## src/rtl/des_pkg.sv

```systemverilog
// Shared types and constants for the DES core arbiter.
// Covers the requester identity, the arbiter state encoding and the block width.
package des_pkg;

  localparam int unsigned DES_BLOCK_W = 64;

  typedef enum logic {
    OWNER_ENC = 1'b0,
    OWNER_DEC = 1'b1
  } owner_t;

  typedef enum logic [1:0] {
    IDLE      = 2'd0,
    ISSUE     = 2'd1,
    WAIT_CORE = 2'd2,
    RESPOND   = 2'd3
  } arb_state_t;

  // The requester that is not o; a tie is resolved in its favour.
  function automatic owner_t other_owner(input owner_t o);
    return (o == OWNER_ENC) ? OWNER_DEC : OWNER_ENC;
  endfunction

endpackage

```

## src/rtl/des_watchdog.sv

```systemverilog
// Saturating up-counter with clear, enable and terminal flag.
// The flag rises once the count reaches TIMEOUT-1; the count then holds and never wraps.
module des_watchdog #(
  parameter int unsigned TIMEOUT = 255
) (
  input  logic i_clk,
  input  logic i_n_rst,
  input  logic i_clr,
  input  logic i_en,
  output logic o_term_c
);

  localparam int unsigned CNT_W = $clog2(TIMEOUT + 1);
  localparam logic [CNT_W-1:0] TERM_VAL = CNT_W'(TIMEOUT - 1);

  logic [CNT_W-1:0] r_count;

  always_ff @(posedge i_clk or negedge i_n_rst) begin
    if (!i_n_rst) begin
      r_count <= '0;
    end else if (i_clr) begin
      r_count <= '0;
    end else if (i_en && (r_count != TERM_VAL)) begin
      r_count <= r_count + CNT_W'(1);
    end
  end

  assign o_term_c = (r_count == TERM_VAL);

endmodule

```

## src/rtl/des_arbiter.sv

```systemverilog
// Shares one DES round core between the encrypt and decrypt streams.
// Round-robin grant, single block in flight, watchdog-guarded core wait, valid/ack result return.
module des_arbiter
  import des_pkg::*;
#(
  parameter int unsigned TIMEOUT = 255,
  parameter int unsigned DATA_W  = DES_BLOCK_W
) (
  input  logic              i_clk,
  input  logic              i_n_rst,
  input  logic              i_req_enc,
  input  logic              i_req_dec,
  input  logic [DATA_W-1:0] i_data_enc,
  input  logic [DATA_W-1:0] i_data_dec,
  output logic              o_gnt_enc,
  output logic              o_gnt_dec,
  output logic              o_resp_valid_enc,
  output logic              o_resp_valid_dec,
  input  logic              i_resp_ack_enc,
  input  logic              i_resp_ack_dec,
  output logic [DATA_W-1:0] o_resp_data,
  output logic              o_err_enc,
  output logic              o_err_dec,
  output logic              o_des_start,
  output logic              o_des_reverse,
  output logic [DATA_W-1:0] o_des_data_in,
  input  logic              i_des_done,
  input  logic [DATA_W-1:0] i_des_data_out
);

  arb_state_t        r_state;
  arb_state_t        w_next_state;
  owner_t            r_owner;
  owner_t            w_next_owner;
  owner_t            r_last_owner;

  logic              w_gnt_enc;
  logic              w_gnt_dec;
  logic              w_wd_clr;
  logic              w_wd_en;
  logic              w_wd_term;
  logic              w_capture;
  logic              w_timeout;
  logic              w_release;
  logic              w_owner_ack;
  logic              w_next_busy;

  logic [DATA_W-1:0] r_block;
  logic [DATA_W-1:0] r_result;
  logic              r_des_start;
  logic              r_des_reverse;
  logic              r_resp_valid_enc;
  logic              r_resp_valid_dec;
  logic              r_err_enc;
  logic              r_err_dec;

  // Only the current owner's ack can close a response.
  assign w_owner_ack = (r_owner == OWNER_ENC) ? i_resp_ack_enc : i_resp_ack_dec;

  des_watchdog #(
    .TIMEOUT (TIMEOUT)
  ) u_watchdog (
    .i_clk    (i_clk),
    .i_n_rst  (i_n_rst),
    .i_clr    (w_wd_clr),
    .i_en     (w_wd_en),
    .o_term_c (w_wd_term)
  );

  always_ff @(posedge i_clk or negedge i_n_rst) begin
    if (!i_n_rst) begin
      r_state <= IDLE;
    end else begin
      r_state <= w_next_state;
    end
  end

  always_comb begin
    w_next_state = r_state;
    w_next_owner = r_owner;
    w_gnt_enc    = 1'b0;
    w_gnt_dec    = 1'b0;
    w_wd_clr     = 1'b0;
    w_wd_en      = 1'b0;
    w_capture    = 1'b0;
    w_timeout    = 1'b0;
    w_release    = 1'b0;
    case (r_state)
      IDLE: begin
        if (i_req_enc && (!i_req_dec || (other_owner(r_last_owner) == OWNER_ENC))) begin
          w_gnt_enc    = 1'b1;
          w_next_owner = OWNER_ENC;
          w_next_state = ISSUE;
        end else if (i_req_dec) begin
          w_gnt_dec    = 1'b1;
          w_next_owner = OWNER_DEC;
          w_next_state = ISSUE;
        end
      end
      ISSUE: begin
        w_wd_clr     = 1'b1;
        w_next_state = WAIT_CORE;
      end
      WAIT_CORE: begin
        w_wd_en = 1'b1;
        // A done arriving on the terminal cycle still completes the block.
        if (i_des_done) begin
          w_capture    = 1'b1;
          w_next_state = RESPOND;
        end else if (w_wd_term) begin
          w_timeout    = 1'b1;
          w_next_state = IDLE;
        end
      end
      RESPOND: begin
        if (w_owner_ack) begin
          w_release    = 1'b1;
          w_next_state = IDLE;
        end
      end
      default: begin
        w_next_state = IDLE;
      end
    endcase
  end

  assign w_next_busy = (w_next_state == ISSUE) || (w_next_state == WAIT_CORE);

  // Datapath and registered outputs, all derived from the upcoming state.
  always_ff @(posedge i_clk or negedge i_n_rst) begin
    if (!i_n_rst) begin
      r_owner          <= OWNER_ENC;
      r_last_owner     <= OWNER_DEC;
      r_block          <= '0;
      r_result         <= '0;
      r_des_start      <= 1'b0;
      r_des_reverse    <= 1'b0;
      r_resp_valid_enc <= 1'b0;
      r_resp_valid_dec <= 1'b0;
      r_err_enc        <= 1'b0;
      r_err_dec        <= 1'b0;
    end else begin
      r_owner <= w_next_owner;
      if (w_gnt_enc) begin
        r_block <= i_data_enc;
      end else if (w_gnt_dec) begin
        r_block <= i_data_dec;
      end
      if (w_capture) begin
        r_result <= i_des_data_out;
      end
      if (w_timeout || w_release) begin
        r_last_owner <= r_owner;
      end
      r_des_start      <= (w_next_state == ISSUE);
      r_des_reverse    <= w_next_busy && (w_next_owner == OWNER_DEC);
      r_resp_valid_enc <= (w_next_state == RESPOND) && (w_next_owner == OWNER_ENC);
      r_resp_valid_dec <= (w_next_state == RESPOND) && (w_next_owner == OWNER_DEC);
      r_err_enc        <= w_timeout && (r_owner == OWNER_ENC);
      r_err_dec        <= w_timeout && (r_owner == OWNER_DEC);
    end
  end

  // Grants are Mealy; holding them low during reset keeps every output quiet.
  assign o_gnt_enc        = w_gnt_enc & i_n_rst;
  assign o_gnt_dec        = w_gnt_dec & i_n_rst;
  assign o_resp_valid_enc = r_resp_valid_enc;
  assign o_resp_valid_dec = r_resp_valid_dec;
  assign o_resp_data      = r_result;
  assign o_err_enc        = r_err_enc;
  assign o_err_dec        = r_err_dec;
  assign o_des_start      = r_des_start;
  assign o_des_reverse    = r_des_reverse;
  assign o_des_data_in    = r_block;

endmodule
```

## config.mk

```make
export PLATFORM = sky130hd
export DESIGN_NAME = des_arbiter
export DESIGN_NICKNAME = d
export VERILOG_FILES = /design/src/rtl/des_pkg.sv /design/src/rtl/des_watchdog.sv /design/src/rtl/des_arbiter.sv
export SDC_FILE = /design/constraint.sdc
export NUM_CORES = 1
export LEC_CHECK = 0
export ABC_AREA = 1
export BUFFER_PORTS_ARGS = -buffer_cell sky130_fd_sc_hd__buf_2
export CAP_MARGIN = 15
export CORE_AREA = 2 2 131 133
export CTS_BUF_LIST = sky130_fd_sc_hd__clkbuf_8
export CTS_CLUSTER_DIAMETER = 50
export DETAILED_ROUTE_END_ITERATION = 8
export DIE_AREA = 0 0 133 135
export PLACE_DENSITY_LB_ADDON = 0.3
export SKIP_CTS_REPAIR_TIMING = 1
export SLEW_MARGIN = 25
export SYNTH_ARGS = -nofsm -noshare
export SYNTH_HDL_FRONTEND = slang
export SYNTH_SLANG_ARGS = --single-unit
```

## constraint.sdc

```tcl
create_clock -name i_clk -period 2.2 [get_ports i_clk]
set_clock_uncertainty 0.2 [all_clocks]
set_input_delay 0.22 -clock i_clk [delete_from_list [all_inputs] [get_ports i_clk]]
set_output_delay 0.22 -clock i_clk [all_outputs]
set_load 0.05 [all_outputs]
```

## Yosys cells after proc, flatten, opt, wreduce, memory -nomap -nowiden

Cells that the tools add are included.

- Reduce and logical (&&, ||, !) cells: 14
- Bitwise logic cells: 4
- Add/sub/neg operators: 1
- Equality and inequality tests: 8
- Mux-type cells: 28

Operators by type and width:

| cell | number |
|---|---|
| $mux 64 | 2 |
| $mux 1 | 18 |
| $mux 8 | 2 |
| $mux 2 | 5 |
| $add 8x1->8 const B | 1 |
| $eq 2x2->1 const B | 4 |
| $eq 8x8->1 const B | 1 |
| $ne 8x8->1 const B | 1 |
| $pmux 2 s4 | 1 |
| $logic_and 1x1->1 | 7 |
| $eq 2x1->1 const B | 2 |
| $reduce_bool 2->1 | 2 |
| $logic_or 1x1->1 | 3 |
| $and 1x1->1 | 2 |
| $logic_not 2->1 | 1 |
| $not 1->1 | 2 |
| $logic_not 1->1 | 1 |

- Register bits: 146
- Bits of input ports: 199
- Word-level logic and storage cells: 67

## Depth between registers and ports, before layout

Gate-level depths: netlist (run 1).

- Depth in word-level cells: 8
- Gate-level depth with buffers: 10
- Gate-level depth less buffers: 10

## By module

Synthesis (run 1) repeated with hierarchy kept, for this count alone.

- Cell total of the unflattened synthesis: 815
- Area, all modules: 6617.6 um^2

Modules (own cells, without submodules):

| module | area each (um^2) | times used | cells an instance | sequential area each (um^2) |
|---|---|---|---|---|
| des_arbiter | 6107.1 | 1 | 744 | 3454.6 |
| des_watchdog | 510.5 | 1 | 71 | 200.2 |

## Worst setup path before layout (run 1)

OpenSTA, ideal clock, no wires.

- Kind: reg2out
- Start: register r_last_owner
- End: output o_gnt_enc
- Arrival time: 1.717 ns
- Cell stages (with the launch flop): 7
- Data required time: 1.780 ns
- Path slack: 0.063 ns
- Cells stage by stage: dfstp_2 -> inv_1 -> nand2_1 -> nand3_4 -> buf_4 -> buf_4 -> nor2_1

- Longest elaborated chain between the ends: 5

RTL lines:

| item | line | RTL |
|---|---|---|
| start, declared | des_arbiter.sv:35 | `owner_t r_last_owner;` |
| start signal, assigned | des_arbiter.sv:153 | `r_last_owner <= r_owner;` |
| $logic_or 1x1->1 | des_arbiter.sv:90 | `if (i_req_enc && (!i_req_dec \|\| (other_owner(r_last_owner) == OWNER_ENC))) begin` |
| $logic_and 1x1->1 | des_arbiter.sv:90 |  |
| $mux 1 | des_arbiter.sv:90 |  |
| $mux 1 | des_arbiter.sv:88 | `case (r_state)` |
| $and 1x1->1 | des_arbiter.sv:165 | `assign o_gnt_enc = w_gnt_enc & i_n_rst;` |
| end, declared | des_arbiter.sv:15 | `output logic o_gnt_enc,` |

Every way passes these cells.

## Worst setup path in the final report (run 1)

- Start: register r_state[1]
- End: register r_block[24] (netlist: o_des_data_in[24])

- Longest elaborated chain between the ends: 3
- Elaborated cells on any way between the ends: 5
- Classes of those cells: mux: 3; reduce/logical: 2

RTL lines:

| item | line | RTL |
|---|---|---|
| start, declared | des_arbiter.sv:31 | `arb_state_t r_state;` |
| start signal, assigned | des_arbiter.sv:74 | `r_state <= w_next_state;` |
| $logic_not 2->1 * | des_arbiter.sv:88 |  |
| $mux 1 | des_arbiter.sv:88 |  |
| $mux 64 / $reduce_bool 2->1 (equally long branches) | n/a |  |
| end signal, assigned | des_arbiter.sv:145 | `r_block <= i_data_enc;` |
| end signal, assigned | des_arbiter.sv:147 | `r_block <= i_data_dec;` |
| end, declared | des_arbiter.sv:48 | `logic [DATA_W-1:0] r_block;` |

Every way passes the cells marked *; elsewhere a longest branch is shown, timed or not.
A chain may end at the register's enable or synchronous reset.

==> results of run 1 <==
==> per-layer routing <==
| metal | vias to the layer above | wire (µm) |
|---|---|---|
| li1 | 3303 | - |
| met1 | 3275 | 8630 |
| met2 | 277 | 11500 |
| met3 | 76 | 1330 |
| met4 | 0 | 830 |
| met5 | - | 0 |
==> flip-flops by register name, summed over array words and instances (netlist names) <==
name and flops:
r_last_owner 1, u_watchdog.r_count 8, o_resp_valid_dec 1, r_owner 1
r_state 2, o_des_reverse 1, o_resp_valid_enc 1, o_err_dec 1
o_resp_data 64, o_des_data_in 64, o_des_start 1, o_err_enc 1
==> cells in the mapped netlist (4+ instances only) <==
| cell type | instances | area share |
|---|---|---|
| nand2_1 | 184 | 0.11 |
| inv_1 | 32 | 0.020 |
| buf_4 | 7 | 0.0086 |
| nand3_1 | 73 | 0.059 |
| buf_2 | 19 | 0.015 |
| nor2_1 | 116 | 0.071 |
| clkbuf_1 | 14 | 0.0086 |
| o21ai_0 | 16 | 0.013 |
| a21oi_1 | 14 | 0.011 |
| nand4_1 | 4 | 0.0041 |
| dfrtp_1 | 145 | 0.59 |
| o22ai_1 | 53 | 0.054 |
==> worst max path at each step <==
stage,startpoint,to
2_1_floorplan,r_last_owner,o_gnt_enc
3_3_place_gp,u_watchdog.r_count[0],o_des_reverse
3_5_place_dp,u_watchdog.r_count[0],o_des_reverse
4_1_cts,r_state[0],o_gnt_dec
5_1_grt,r_state[1],o_des_data_in[24]
6_report,r_state[1],o_des_data_in[24]
==> metrics by stage <==
stage / hold WS, ns / instances
6_report: 0.0199 / 1450
5_1_grt: 0.0170 / 1449
4_1_cts: -0.282 / 1250
3_5_place_dp: 0.224 / 1218
3_3_place_gp: 0.220 / 1218
2_1_floorplan: -0.276 / 696
==> worst max-delay path: cells and delay by family, from the launching register on <==
family / cells / cell delay, ns
AO/OA/AOI/OAI: 3 / 0.33
AND/OR/NAND/NOR: 2 / 0.23
flip-flops: 1 / 0.45
buffers and inverters: 3 / 0.92
==> kinds of logic (layout without fill, tap and decap cells) <==
logic type                 Yosys count  count (layout)  share of synthesized area
AOI/OAI and AO/OA                   85              85                     0.0813
xor gates and xnor gates             3               3                    0.00428
adders and majority gates            3               3                    0.00611
buffers and inverters               76             608                     0.0546
DFF                                146             146                      0.595
other                                0               2                          0
and+or+nand+nor                    383             383                      0.259
==> final cells by class <==
type	count	area, µm²	share of cell area
timing repair buffer	541	3780	0.365
sequential	146	3660	0.353
multi-input combinational	474	2150	0.208
tap	220	275	0.0266
clock buffer	17	234	0.0226
inverter	35	131	0.0127
clock inverter	15	128	0.0123
antenna	2	5.00	0.000483
==> power by group <==
| part | internal, mW | switching, mW |
|---|---|---|
| clock network | 0.811 | 1.12 |
| registers | 3.95 | 0.710 |
| logic | 2.18 | 6.73 |
==> cells in the final DEF, fill, tap and decap left out, types with 4 or more instances in the layout <==
cell type / Yosys / layout
a21oi_1: 14 / 14
clkinvlp_4: 0 / 5
nand2_1: 184 / 183
dlygate4sd3_1: 0 / 196
buf_2: 19 / 332
buf_12: 0 / 4
inv_1: 32 / 33
buf_4: 7 / 7
o22ai_1: 53 / 53
nand3_1: 73 / 73
o21ai_0: 16 / 16
nand4_1: 4 / 4
nor2_1: 116 / 116
clkbuf_8: 0 / 17
dfrtp_1: 145 / 143
==> impl_results.md, run 1 <==
* Pwr Total at 15.5 mW
* Max-cap viol count at 0
* CP required at 2.39 ns
* TritonCTS clock tree: done
* Cell area after layout at 10400 µm²
* GRT met2 Usage at 0.328
* GRT met3 Usage at 0.0668
* Min-delay worst type: primary input to flop
* R2r endpoint: o_des_data_in[24]
* Clock root cell: clkbuf_8
* DRC violation count after routing at 0
* Most frequent CP cell: buf_4
* Via count at 6931
* Layout Utilization at 0.632
* Tcrit/Tclk final at 0.996
* Gr busiest metal: met2
* Initial Util at 0.374
* Vias in the first global route at 5747
* Arrival time of the worst setup path at 2.38 ns
* Leakage at 5.46 nW
* Share of post-route cells with drive strength above 1 at 0.318
* Post-Route WL at 22300 µm
* Average cell area after synthesis at 8.82 µm²
* Outcome: finished clean
* Origin of the critical flop-to-flop path: r_state[1]
* Post-Syn Instances at 696
* Reg2reg path depth at 8
* Worst Tran Pin Value at 0.777 ns
* Sequential-to-total area share from yosys stat at 0.595
* Primary FF master, synth: dfrtp_1
* Deepest clock path buffer count at 2
* Initial antenna violation count at 1
* TritonCTS Sinks at 146
* CP cell instances: nor2_4 -> buf_4 -> o21ai_2 -> buf_4 -> a21oi_1 -> o21ai_0 -> dlygate4sd3_1 -> nand2_1
* Fillers at 1300
* Wirelength per Cell at 15.4 µm
* Die span in x at 133 µm
* R2r setup slk at 0.008 ns
* Ports at 335
* Hold path endpoint: r_last_owner
* Post-placement cell area at 8010 µm²
* PD cells at 1500 nW/µm²
* Syn Std Cell Area at 6140 µm²
* Clk Latency, worst-skew pair at 0.44 ns
* Number of synthesized flops with an enable pin at 0
* Die footprint at 18000 µm²
* Hold Startpoint: i_resp_ack_enc
* Via density at 4.78
* Hold path depth at 6
* GRT met1 Usage at 0.253
* TritonRoute pass-1 iters at 4
* #FFs+latches synth at 146
* Total gr overflow at 0
* Setup slack at placement at 0.312 ns
* # nets final at 1417
* Global Route Usage Sum at 0.203
* Min Tclk post-route at 2.19 ns
* Core Area at 16400 µm²
* First-pass GRT wire length at 28800 µm
* CP max stage cell: dlygate4sd3_1
* H-tree Lvls at 4
* Number of port buffers at 334
* Post-synth ARST share at 1.00
* Area Growth Syn to Fin at 68.7%
* Clock Pin Slew Worst Setup and Hold Paths at 0.09 ns
* F_max at 0.456 GHz
* CTS buffer count at 17
* Die Ht at 135 µm
* Worst path max stage delay at 0.57 ns
* Worst setup EP type: flop
* Detailed placer's ending HPWL at 12700 µm
* Placer Congestion at 0.869
* Warnings from Yosys at 0
* Worst setup SP type: flop
* Sum Neg Setup Slack at 0 ns
* Initial DRC count at 301
* Final Setup Violations at 0
* Slew Viols, Final at 0
* Post-synth cell types at 25
* Largest net degree at the start of global routing at 147
* ANT nets after route at 0
* Worst vdd ir at 915 µV
* Setup ws final at 0.00850 ns
* Final Hold Viols at 0
* Critical path type: flop to flop
* Rows at 47
* Headroom to the max-slew limit at 0.482
* Post-Syn Nets at 898
* Crit Path Max Fanout at 26
No activity file was read; power rests on OpenSTA's default activity.
==> run 2: changes to the inputs <==
--- a/config.mk
+++ b/config.mk
@@ -5,14 +5,14 @@
 export SDC_FILE = /design/constraint.sdc
 export NUM_CORES = 1
 export LEC_CHECK = 0
-export ABC_AREA = 1
+export ABC_AREA = 0
 export BUFFER_PORTS_ARGS = -buffer_cell sky130_fd_sc_hd__buf_2
 export CAP_MARGIN = 15
-export CORE_AREA = 2 2 131 133
+export CORE_AREA = 2 2 130 132
 export CTS_BUF_LIST = sky130_fd_sc_hd__clkbuf_8
 export CTS_CLUSTER_DIAMETER = 50
 export DETAILED_ROUTE_END_ITERATION = 8
-export DIE_AREA = 0 0 133 135
+export DIE_AREA = 0 0 132 134
 export PLACE_DENSITY_LB_ADDON = 0.3
 export SKIP_CTS_REPAIR_TIMING = 1
 export SLEW_MARGIN = 25
==> impl_results.md, run 2 <==
* Post-Route WL at 21500 µm
* Primary FF master, synth: dfrtp_1
* Final Hold Viols at 0
* Worst vdd ir at 948 µV
* #FFs+latches synth at 146
* R2r endpoint: o_des_data_in[4]
* Worst setup SP type: flop
* Clock root cell: clkbuf_8
* # nets final at 1238
* Ports at 335
* Wirelength per Cell at 16.9 µm
* TritonCTS clock tree: done
* Post-synthesis xor/xnor area fraction at 0.00146
* CP required at 1.78 ns
* Antenna cells at 0
* Vias in the first global route at 4814
* Deepest clock path buffer count at 2
* Initial Util at 0.369
* R2r setup slk at 0.14 ns
* Max-cap viol count at 0
* Post-synth top area share at 0.604
* Fillers at 1216
* Leading cell type in the layout, fill and taps excluded: buf_2
* Clock Pin Slew Worst Setup and Hold Paths at 0.08 ns
* Origin of the critical flop-to-flop path: r_last_owner
* Min-delay worst type: primary input to asynchronous set/reset pin
* Number of synthesized flops with an enable pin at 0
* Post-synth cell types at 37
* Leakage at 4.97 nW
* RSZ-0062 raised after global routing: false
* Via density at 4.76
* Warnings from Yosys at 0
* H-tree Lvls at 4
* Main combinational cell family by area after synthesis: multiplexers
* Via count at 6038
* CP cell instances: nand2b_1 -> nand3_4 -> nor2_2 -> clkbuf_4
* Die Ht at 134 µm
* Outcome: finished clean
* Area Growth Syn to Fin at 70.9%
* Placer Congestion at 0.812
* PD cells at 1560 nW/µm²
* Sequential-to-total area share from yosys stat at 0.609
* ANT nets after route at 0
* Setup slack at placement at 0.248 ns
* Setup ws final at 0.0754 ns
* Worst setup EP type: output pin
* TritonRoute pass-1 iters at 5
* Slew Viols, Final at 0
* Share of post-route cells with drive strength above 1 at 0.436
* Rows at 47
* Synth Area in Compound Gates at 0.0856
* Largest net degree at the start of global routing at 89
* Headroom to the max-slew limit at 0.627
* Number of port buffers at 334
* Final Setup Violations at 0
* Post-synth top cells: 145 x dfrtp_1, 121 x nor2_1, 65 x mux2_2, 51 x o22ai_1, 17 x a21oi_1
* Post-Synth Adder-Cell Area at 0.00625
* Die span in x at 132 µm
* Worst path max stage delay at 0.55 ns
* Global Route Usage Sum at 0.183
* Simple-Gate Fraction of Synth Area at 0.115
* Total gr overflow at 0
* CP max stage cell: dfstp_2
* Cell taking the most area after synthesis: dfrtp_1
* Reg2reg path depth at 5
* Most frequent cells in the layout: 332 x buf_2, 194 x dlygate4sd3_1, 145 x dfrtp_1, 119 x nor2_1, 65 x mux2_2
* Tcrit/Tclk final at 0.966
* Post-Syn Instances at 507
* TritonCTS Sinks at 146
* Average cell area after synthesis at 11.8 µm²
* Die footprint at 17700 µm²
* Initial antenna violation count at 0
* Initial DRC count at 186
* Cell with the most instances after synthesis: dfrtp_1
* Clk Latency, worst-skew pair at 0.43 ns
* Post-Syn Nets at 709
* Detailed placer's ending HPWL at 12400 µm
* Min Tclk post-route at 2.12 ns
* Synth top area cells: dfrtp_1 60%, mux2_2 12%, nor2_1 7.6%
* Post-synth ARST share at 1.00
* Crit Path Max Fanout at 8
* First-pass GRT wire length at 25100 µm
* Core Area at 16300 µm²
* F_max at 0.471 GHz
* CTS buffer count at 17
* Arrival time of the worst setup path at 1.70 ns
* Min Hold Slack at 0.0399 ns
* Critical path type: flop to output pin
* Mux cell area share after synthesis at 0.147
* DRC violation count after routing at 0
* Syn Std Cell Area at 6010 µm²
* Worst Tran Pin Value at 0.560 ns
run 2: cell count changes after synthesis, moves of 15 or more:
cell	previous run	this run
mux2_2	0	65
nand3_1	73	10
nand2_1	184	7
inv_1	32	5
mux2i_1	0	15
run 2: cell type report:
| type | count | area [µm²] | area share |
|---|---|---|---|
| clock buffers | 18 | 248 | 0.0241 |
| clock inverters | 14 | 153 | 0.0149 |
| inverters | 5 | 18.8 | 0.00183 |
| well taps | 220 | 275 | 0.0268 |
| repair buffers | 539 | 3750 | 0.366 |
| flip-flops and latches | 146 | 3650 | 0.356 |
| multi-input cells | 327 | 2160 | 0.211 |
run 2: through the flow:
step	utilization	cells	area (µm²)	power, mW	TNS (ns)
global route	0.630	1269	10300	16.8	0
finish	0.630	1269	10300	16.0	0
detailed placement	0.485	1043	7910	13.5	0
CTS	0.510	1075	8310	15.6	-0.164
floorplan	-	507	6010	11.3	0
global placement	0.485	1043	7910	13.4	0
run 2: report_power, final:
part           switching (mW)  internal, mW
clock                    1.08          1.05
sequential              0.712          3.99
combinational            6.67          2.54
total                    8.47          7.58
run 2: logic make-up (layout without fill, tap and decap cells):
family	Yosys count	count (layout)
buffers and inverters	34	576
multiplexers	80	80
flip-flops	146	146
adder cells (fa/ha/maj)	3	3
XOR/XNOR	1	1
AND/OR/NAND/NOR	158	158
AO/OA/AOI/OAI	85	85
run 2: worst max path at each step:
| stage | from | end | slack (ns) | cells after the start |
|---|---|---|---|---|
| after floorplan | r_state[0] | o_gnt_dec | 0.02 | 5 |
| after global placement | u_watchdog.r_count[0] | u_watchdog.r_count[6] | 0.29 | 6 |
| after detailed placement | u_watchdog.r_count[0] | u_watchdog.r_count[6] | 0.25 | 6 |
| after CTS | r_state[1] | o_gnt_enc | -0.16 | 4 |
| after global routing | r_last_owner | o_gnt_enc | 0.0007 | 4 |
| final | r_last_owner | o_gnt_enc | 0.08 | 4 |
run 2: per-layer routing:
metal | GRT usage | up-vias | part of all wire
met5 | 0 | - | 0
li1 | - | 2827 | -
met4 | 0.0640 | 0 | 0.021
met3 | 0.0639 | 40 | 0.078
met1 | 0.217 | 2871 | 0.40
met2 | 0.311 | 300 | 0.50
run 2: critical path: cells and delay by family (launching register included):
family | cells | cell delay (ns)
buffers and inverters | 1 | 0.24
and+or+nand+nor | 3 | 0.48
DFF | 1 | 0.55
